## config.mk

```make
export PLATFORM = sky130hd
export DESIGN_NAME = butterfly_stage
export DESIGN_NICKNAME = d
export VERILOG_FILES = /design/src/rtl/butterfly_stage.sv
export SDC_FILE = /design/constraint.sdc
export NUM_CORES = 2
export LEC_CHECK = 0
export ABC_CLOCK_PERIOD_IN_PS = 3520
export CAP_MARGIN = 15
export CELL_PAD_IN_SITES_DETAIL_PLACEMENT = 0
export CELL_PAD_IN_SITES_GLOBAL_PLACEMENT = 1
export CORE_UTILIZATION = 40
export CTS_CLUSTER_DIAMETER = 50
export DETAILED_ROUTE_END_ITERATION = 10
export GPL_ROUTABILITY_DRIVEN = 0
export PLACE_DENSITY = 0.81
export SLEW_MARGIN = 20
export SYNTH_ARGS = -nofsm -noshare
export SYNTH_HDL_FRONTEND = slang
export SYNTH_SLANG_ARGS = --single-unit
```

## constraint.sdc

```tcl
create_clock -name clk -period 3.52 [get_ports clk]
set_input_delay 0.704 -clock clk [delete_from_list [all_inputs] [get_ports clk]]
set_output_delay 0.704 -clock clk [all_outputs]
set_load 0.1 [all_outputs]
```

## src/rtl/butterfly_stage.sv

```systemverilog
// Radix-2 DIT butterfly, three register stages with AXI-Stream style handshake.
//   y0 = x0 + W*x1, y1 = x0 - W*x1, then arithmetic >> SHIFT.
// Optional feature macro: BUTTERFLY_ROUND_EN (round half-up on both right
// shifts; when undefined both shifts truncate toward minus infinity).
// A frame counter flags any tlast that is not on word FRAME_LEN-1 (sticky).
module butterfly_stage #(
    parameter int WIDTH     = 9,
    parameter int TWIDWIDTH = 16,
    parameter int SHIFT     = 1,
    parameter int FRAME_LEN = 4,
    localparam int OUTW     = WIDTH + 2 - SHIFT
) (
    input  logic                   clk,
    input  logic                   rstn,
    input  logic                   s_axis_tvalid,
    output logic                   s_axis_tready,
    input  logic                   s_axis_tlast,
    input  logic [4*WIDTH-1:0]     data_i,
    input  logic [2*TWIDWIDTH-1:0] twiddle_i,
    output logic                   m_axis_tvalid,
    input  logic                   m_axis_tready,
    output logic                   m_axis_tlast,
    output logic [4*OUTW-1:0]      data_o,
    output logic                   frame_err
);

    localparam int PW = WIDTH + TWIDWIDTH;   // product width
    localparam int TW = PW + 2;              // twiddle sum plus rounding headroom
    localparam int SW = WIDTH + 3;           // x0 +/- t plus rounding headroom
    localparam int CW = $clog2(FRAME_LEN);
    localparam logic [CW-1:0] LAST_CNT = CW'(FRAME_LEN - 1);
`ifdef BUTTERFLY_ROUND_EN
    localparam logic signed [TW-1:0] RND2 = TW'((2 ** (TWIDWIDTH - 1)) / 2);
    localparam logic signed [SW-1:0] RND3 = SW'((2 ** SHIFT) / 2);
`endif

    logic en, accept;
    assign en            = ~m_axis_tvalid | m_axis_tready;
    assign s_axis_tready = rstn & en;
    assign accept        = s_axis_tvalid & s_axis_tready;

    logic signed [WIDTH-1:0]     x0r_in, x0i_in, x1r_in, x1i_in;
    logic signed [TWIDWIDTH-1:0] wr_in, wi_in;
    assign {x0r_in, x0i_in, x1r_in, x1i_in} = data_i;
    assign {wr_in, wi_in}                   = twiddle_i;

    logic                    v1, l1, v2, l2, v3, l3;
    logic signed [WIDTH-1:0] x0r1, x0i1, x0r2, x0i2;
    logic signed [PW-1:0]    pr1, pr2, pi1, pi2;
    logic signed [WIDTH+1:0] tr2, ti2;
    logic signed [OUTW-1:0]  y0r3, y0i3, y1r3, y1i3;
    logic [CW-1:0]           cnt;

    // Stage 1: four partial products, x0 travels alongside
    always_ff @(posedge clk or negedge rstn) begin
        if (!rstn) begin
            v1   <= 1'b0;
            l1   <= 1'b0;
            x0r1 <= '0;
            x0i1 <= '0;
            pr1  <= '0;
            pr2  <= '0;
            pi1  <= '0;
            pi2  <= '0;
        end else if (en) begin
            v1   <= accept;
            l1   <= s_axis_tlast & accept;
            x0r1 <= x0r_in;
            x0i1 <= x0i_in;
            pr1  <= PW'(x1r_in) * PW'(wr_in);
            pr2  <= PW'(x1i_in) * PW'(wi_in);
            pi1  <= PW'(x1r_in) * PW'(wi_in);
            pi2  <= PW'(x1i_in) * PW'(wr_in);
        end
    end

    logic signed [TW-1:0]    tr_sum, ti_sum, tr_sh, ti_sh;
    logic signed [WIDTH+1:0] tr_n, ti_n;
    logic                    fit2;

    // Stage 2 combinational: complex sum, scale the Q1.x twiddle back out
    always_comb begin
        tr_sum = TW'(pr1) - TW'(pr2);
        ti_sum = TW'(pi1) + TW'(pi2);
`ifdef BUTTERFLY_ROUND_EN
        tr_sum = tr_sum + RND2;
        ti_sum = ti_sum + RND2;
`endif
        tr_sh  = tr_sum >>> (TWIDWIDTH - 1);
        ti_sh  = ti_sum >>> (TWIDWIDTH - 1);
        tr_n   = tr_sh[WIDTH+1:0];
        ti_n   = ti_sh[WIDTH+1:0];
        fit2   = (tr_sh == TW'(tr_n)) && (ti_sh == TW'(ti_n));
    end

    // Stage 2 register
    always_ff @(posedge clk or negedge rstn) begin
        if (!rstn) begin
            v2   <= 1'b0;
            l2   <= 1'b0;
            x0r2 <= '0;
            x0i2 <= '0;
            tr2  <= '0;
            ti2  <= '0;
        end else if (en) begin
            v2   <= v1;
            l2   <= l1;
            x0r2 <= x0r1;
            x0i2 <= x0i1;
            tr2  <= tr_n;
            ti2  <= ti_n;
        end
    end

    function automatic logic signed [SW-1:0] scale_out(input logic signed [SW-1:0] v);
`ifdef BUTTERFLY_ROUND_EN
        return (v + RND3) >>> SHIFT;
`else
        return v >>> SHIFT;
`endif
    endfunction

    logic signed [SW-1:0]   s0r, s0i, s1r, s1i, h0r, h0i, h1r, h1i;
    logic signed [OUTW-1:0] y0r_n, y0i_n, y1r_n, y1i_n;
    logic                   fit3;

    // Stage 3 combinational: add/subtract, output scaling
    always_comb begin
        s0r   = SW'(x0r2) + SW'(tr2);
        s0i   = SW'(x0i2) + SW'(ti2);
        s1r   = SW'(x0r2) - SW'(tr2);
        s1i   = SW'(x0i2) - SW'(ti2);
        h0r   = scale_out(s0r);
        h0i   = scale_out(s0i);
        h1r   = scale_out(s1r);
        h1i   = scale_out(s1i);
        y0r_n = h0r[OUTW-1:0];
        y0i_n = h0i[OUTW-1:0];
        y1r_n = h1r[OUTW-1:0];
        y1i_n = h1i[OUTW-1:0];
        fit3  = (s0r[SW-1] == s0r[SW-2]) && (s0i[SW-1] == s0i[SW-2]) &&
                (s1r[SW-1] == s1r[SW-2]) && (s1i[SW-1] == s1i[SW-2]) &&
                (h0r == SW'(y0r_n)) && (h0i == SW'(y0i_n)) &&
                (h1r == SW'(y1r_n)) && (h1i == SW'(y1i_n));
    end

    // Stage 3 register drives the master side directly
    always_ff @(posedge clk or negedge rstn) begin
        if (!rstn) begin
            v3   <= 1'b0;
            l3   <= 1'b0;
            y0r3 <= '0;
            y0i3 <= '0;
            y1r3 <= '0;
            y1i3 <= '0;
        end else if (en) begin
            v3   <= v2;
            l3   <= l2;
            y0r3 <= y0r_n;
            y0i3 <= y0i_n;
            y1r3 <= y1r_n;
            y1i3 <= y1i_n;
        end
    end

    assign m_axis_tvalid = v3;
    assign m_axis_tlast  = l3;
    assign data_o        = {y0r3, y0i3, y1r3, y1i3};

    // Frame position tracking; tlast must land exactly on the last word
    always_ff @(posedge clk or negedge rstn) begin
        if (!rstn) begin
            cnt       <= '0;
            frame_err <= 1'b0;
        end else if (accept) begin
            if (s_axis_tlast != (cnt == LAST_CNT))
                frame_err <= 1'b1;
            cnt <= (s_axis_tlast || cnt == LAST_CNT) ? '0 : cnt + CW'(1);
        end
    end

    // Bounded |W| keeps results inside the kept widths; dropped MSBs are sign copies
    assert property (@(posedge clk) disable iff (!rstn) (v1 && en) |-> fit2);
    assert property (@(posedge clk) disable iff (!rstn) (v2 && en) |-> fit3);

endmodule

```

==> impl_metrics.toml <==
[run_status]
status = "complete, but fails checks"
violations = "DRC, setup timing"

[synthesis]
synth_cell_types = 73
synth_commonest_cells = "531 x nand2_1, 480 x fa_1, 447 x inv_1"
ys_top_cells_by_area = "fa_1 32%, dfrtp_1 17%, ha_1 12%"
async_flop_share_pct = 100
synth_seq_cells = 207
synth_top_area_share_pct = 32.3
synth_edf_count = 0
postSynthCellCount = 3242
synth_ff_type = "dfrtp_1"
ys_seq_area_share_pct = 17.4
syn-cell-area_um2 = 29800
syn-num-nets = 4089
syn_avg_cell_area_um2 = 9.18
synth.most_common_cell = "nand2_1"
ys_warn_count = 0
synth_top_area_cell = "fa_1"

[critical_path]
setup.worst_path.start = "data_i[14]"
cp_slowest_stage_delay_ps = 590
slowest_stage = "fa_1"
arrival_ps = 5780
path_max_fanout = 12
r2r_start = "pi1[1]$_DFFE_PN0N_"
start_kind = "input port"
critPathMostFrequentCell = "fa_1"
cp.required_ps = 3990
worstSetupPathType = "input port to flop"
cp_top_family = "adder cells"
path_cells = "buf_2, buf_12, buf_12, buf_4, and2_1, fa_1, fa_1, fa_1, fa_1, ha_4, ha_4, buf_4, a21oi_2, or3_4, a31o_4, a2111oi_4, nor4_2, o211a_1, a211oi_2"
cp-end-kind = "flop"
worst-path-buf-inv = 5

[global_routing]
grt_overflow = 0
grt_pass1_vias = 25300
antenna_found_initial = 3
grt_max_degree = 153
grt_pass1_wl_mm = 136
grt_use_total_pct = 23.1

[timing]
grt_setup_unrepaired = "true"
min_period_ps = 5310
relSlewSlack_pct = 31.7
finalSetupViolCount = 76
clock_skew_ps = 26.8
fin_ws_ps = -1790
final_max_slew_viol_count = 0
tightest_slew_ps = 1020
hold_viol = 0
period_share_pct = 151
timing.fmax_ghz = 0.188

[place]
placed_area_um2 = 35800
port_buffers = 116
dpl.hpwl_mm = 64.3
pre_cts_ws_ps = -2800

[clock_network]
cts.sinks = 207
numCtsBuffers = 34
clk_latency_ps = 550
clk_path_buf_depth = 3
ctsHoldBuffers = 0
tritoncts = "yes"
clkTransAtPathRegs_ps = 60
cts-htree-levels = 2
root_buffer = "clkbuf_16"

[layout]
final_area_um2 = 40900
fill_cells = 6248
drive_gt1_share_pct = 28.0
n_antenna_cell = 0
syn_to_final_growth_pct = 37.4
nets = 4675

[detailed_routing]
antenna_left = 0
dr_total_vias = 24500
first_pass_iters = 8
drc_errors = 2
via_per_inst = 5.09
wl_per_cell_um = 18.4
routed_wl_mm = 88.3
drtIter0Drc = 1424

[floorplanning]
die_w_um = 275
core_area_um2 = 73300
ios = 117
die_area_um2 = 75500
die-height_um = 275
start_util_pct = 40.6
rows = 99

[run]
cap_viol_max_count = 0

[hold_path]
hp-class = "input port to async pin"
cell usage in the layout (no fill, tap or decap), types with 11 or more instances in the layout:
cell type,instances
nand2_1,469
fa_1,446
inv_1,418
buf_4,399
and2_1,234
ha_1,219
dfrtp_1,207
nor2_1,141
buf_6,102
a21oi_1,95
xnor2_1,74
ha_4,70
clkdlybuf4s50_1,62
o21ai_0,57
buf_12,56
a21oi_2,41
clkbuf_16,38
and2_4,37
buf_8,37
xor2_1,36
fa_2,34
a21o_1,33
nand3_1,33
nand2_2,32
nand2_4,30
inv_2,30
nor3_1,26
o21ai_1,26
o21bai_1,22
and3_1,21
o21ai_2,16
nand2b_1,15
o31ai_1,12
o211ai_1,11
or3_1,11
a211oi_2,11
path summary, 6_finish.rpt:
path / to / slack, ps / cells past startpoint
min: l1$_DFFE_PN0N_ / 260 / 2
max: pi1[24]$_DFFE_PN0N_ / -1790 / 19
max in group asynchronous: pi1[3]$_DFFE_PN0N_ / 2570 / 2
max reg2reg: ti2[9]$_DFFE_PN0N_ / 580 / 10
min reg2reg: frame_err$_DFFE_PN0P_ / 450 / 1
min in group clk: frame_err$_DFFE_PN0P_ / 450 / 1
worst register-to-register path, delay by kind of cell, from the launching register on:
kind | cells | cell delay (ps)
compound gates | 6 | 1610
xor+xnor | 1 | 180
fa+ha+maj | 1 | 290
flops | 1 | 380
simple gates | 2 | 350
flip-flops by register name (all words and copies together) (netlist names), 2 cells and up:
register	flops
pi1	25
y0r3	10
x0i2	9
pr2	25
x0i1	9
x0r2	9
pi2	25
ti2	11
pr1	25
y0i3	10
cnt	2
x0r1	9
y1i3	10
y1r3	10
tr2	11
per-stage QoR:
stage	util (%)	hold WS, ps	instances	setup TNS (ps)
detailed placement	48.8	448	4587	-169350
CTS	54.1	318	4784	-85320
global route	55.8	339	4811	-96030
global placement	48.8	441	4587	-164210
finish	55.8	255	4811	-87370
floorplan	-	408	3242	-87690
routing by layer:
layer | GRT usage, % | up-vias | share of wire [%]
met2 | 36.7 | 638 | 47
met5 | 0 | - | 0.028
met4 | 8.48 | 4 | 3.7
li1 | - | 11400 | -
met1 | 31.8 | 12300 | 43
met3 | 3.87 | 159 | 5.6
area by class of cell:
type	instances	area, µm²	share of cell area (%)
clock buffer	39	900	2.20
clock inverter	21	279	0.682
inverter	449	1690	4.13
multi-input combinational	2447	24700	60.3
sequential	207	5180	12.7
tap	959	1200	2.93
timing repair buffer	689	7000	17.1
cell families (layout without fill, tap and decap cells):
| family | Yosys count | in the layout | synth area share (%) |
|---|---|---|---|
| compound gates | 420 | 420 | 8.98 |
| flops | 207 | 207 | 17.4 |
| simple gates | 1120 | 1120 | 17.6 |
| xor+xnor | 129 | 129 | 3.79 |
| fa+ha+maj | 774 | 774 | 44.6 |
| mux | 4 | 4 | 0.143 |
| buf+inv | 588 | 1198 | 7.41 |
timing repair:
item | in CTS | in global routing
endpoints found under the hold margin | 0 | 0
setup buffers | 126 | 48
endpoints found under the setup margin | 80 | 76
gates cloned | 12 | 4
pin swaps | 228 | 189
gates resized for setup | 482 | 286
Power is not shown: default switching activity piles up to over one toggle a cycle in this logic, so the estimate is an artifact.
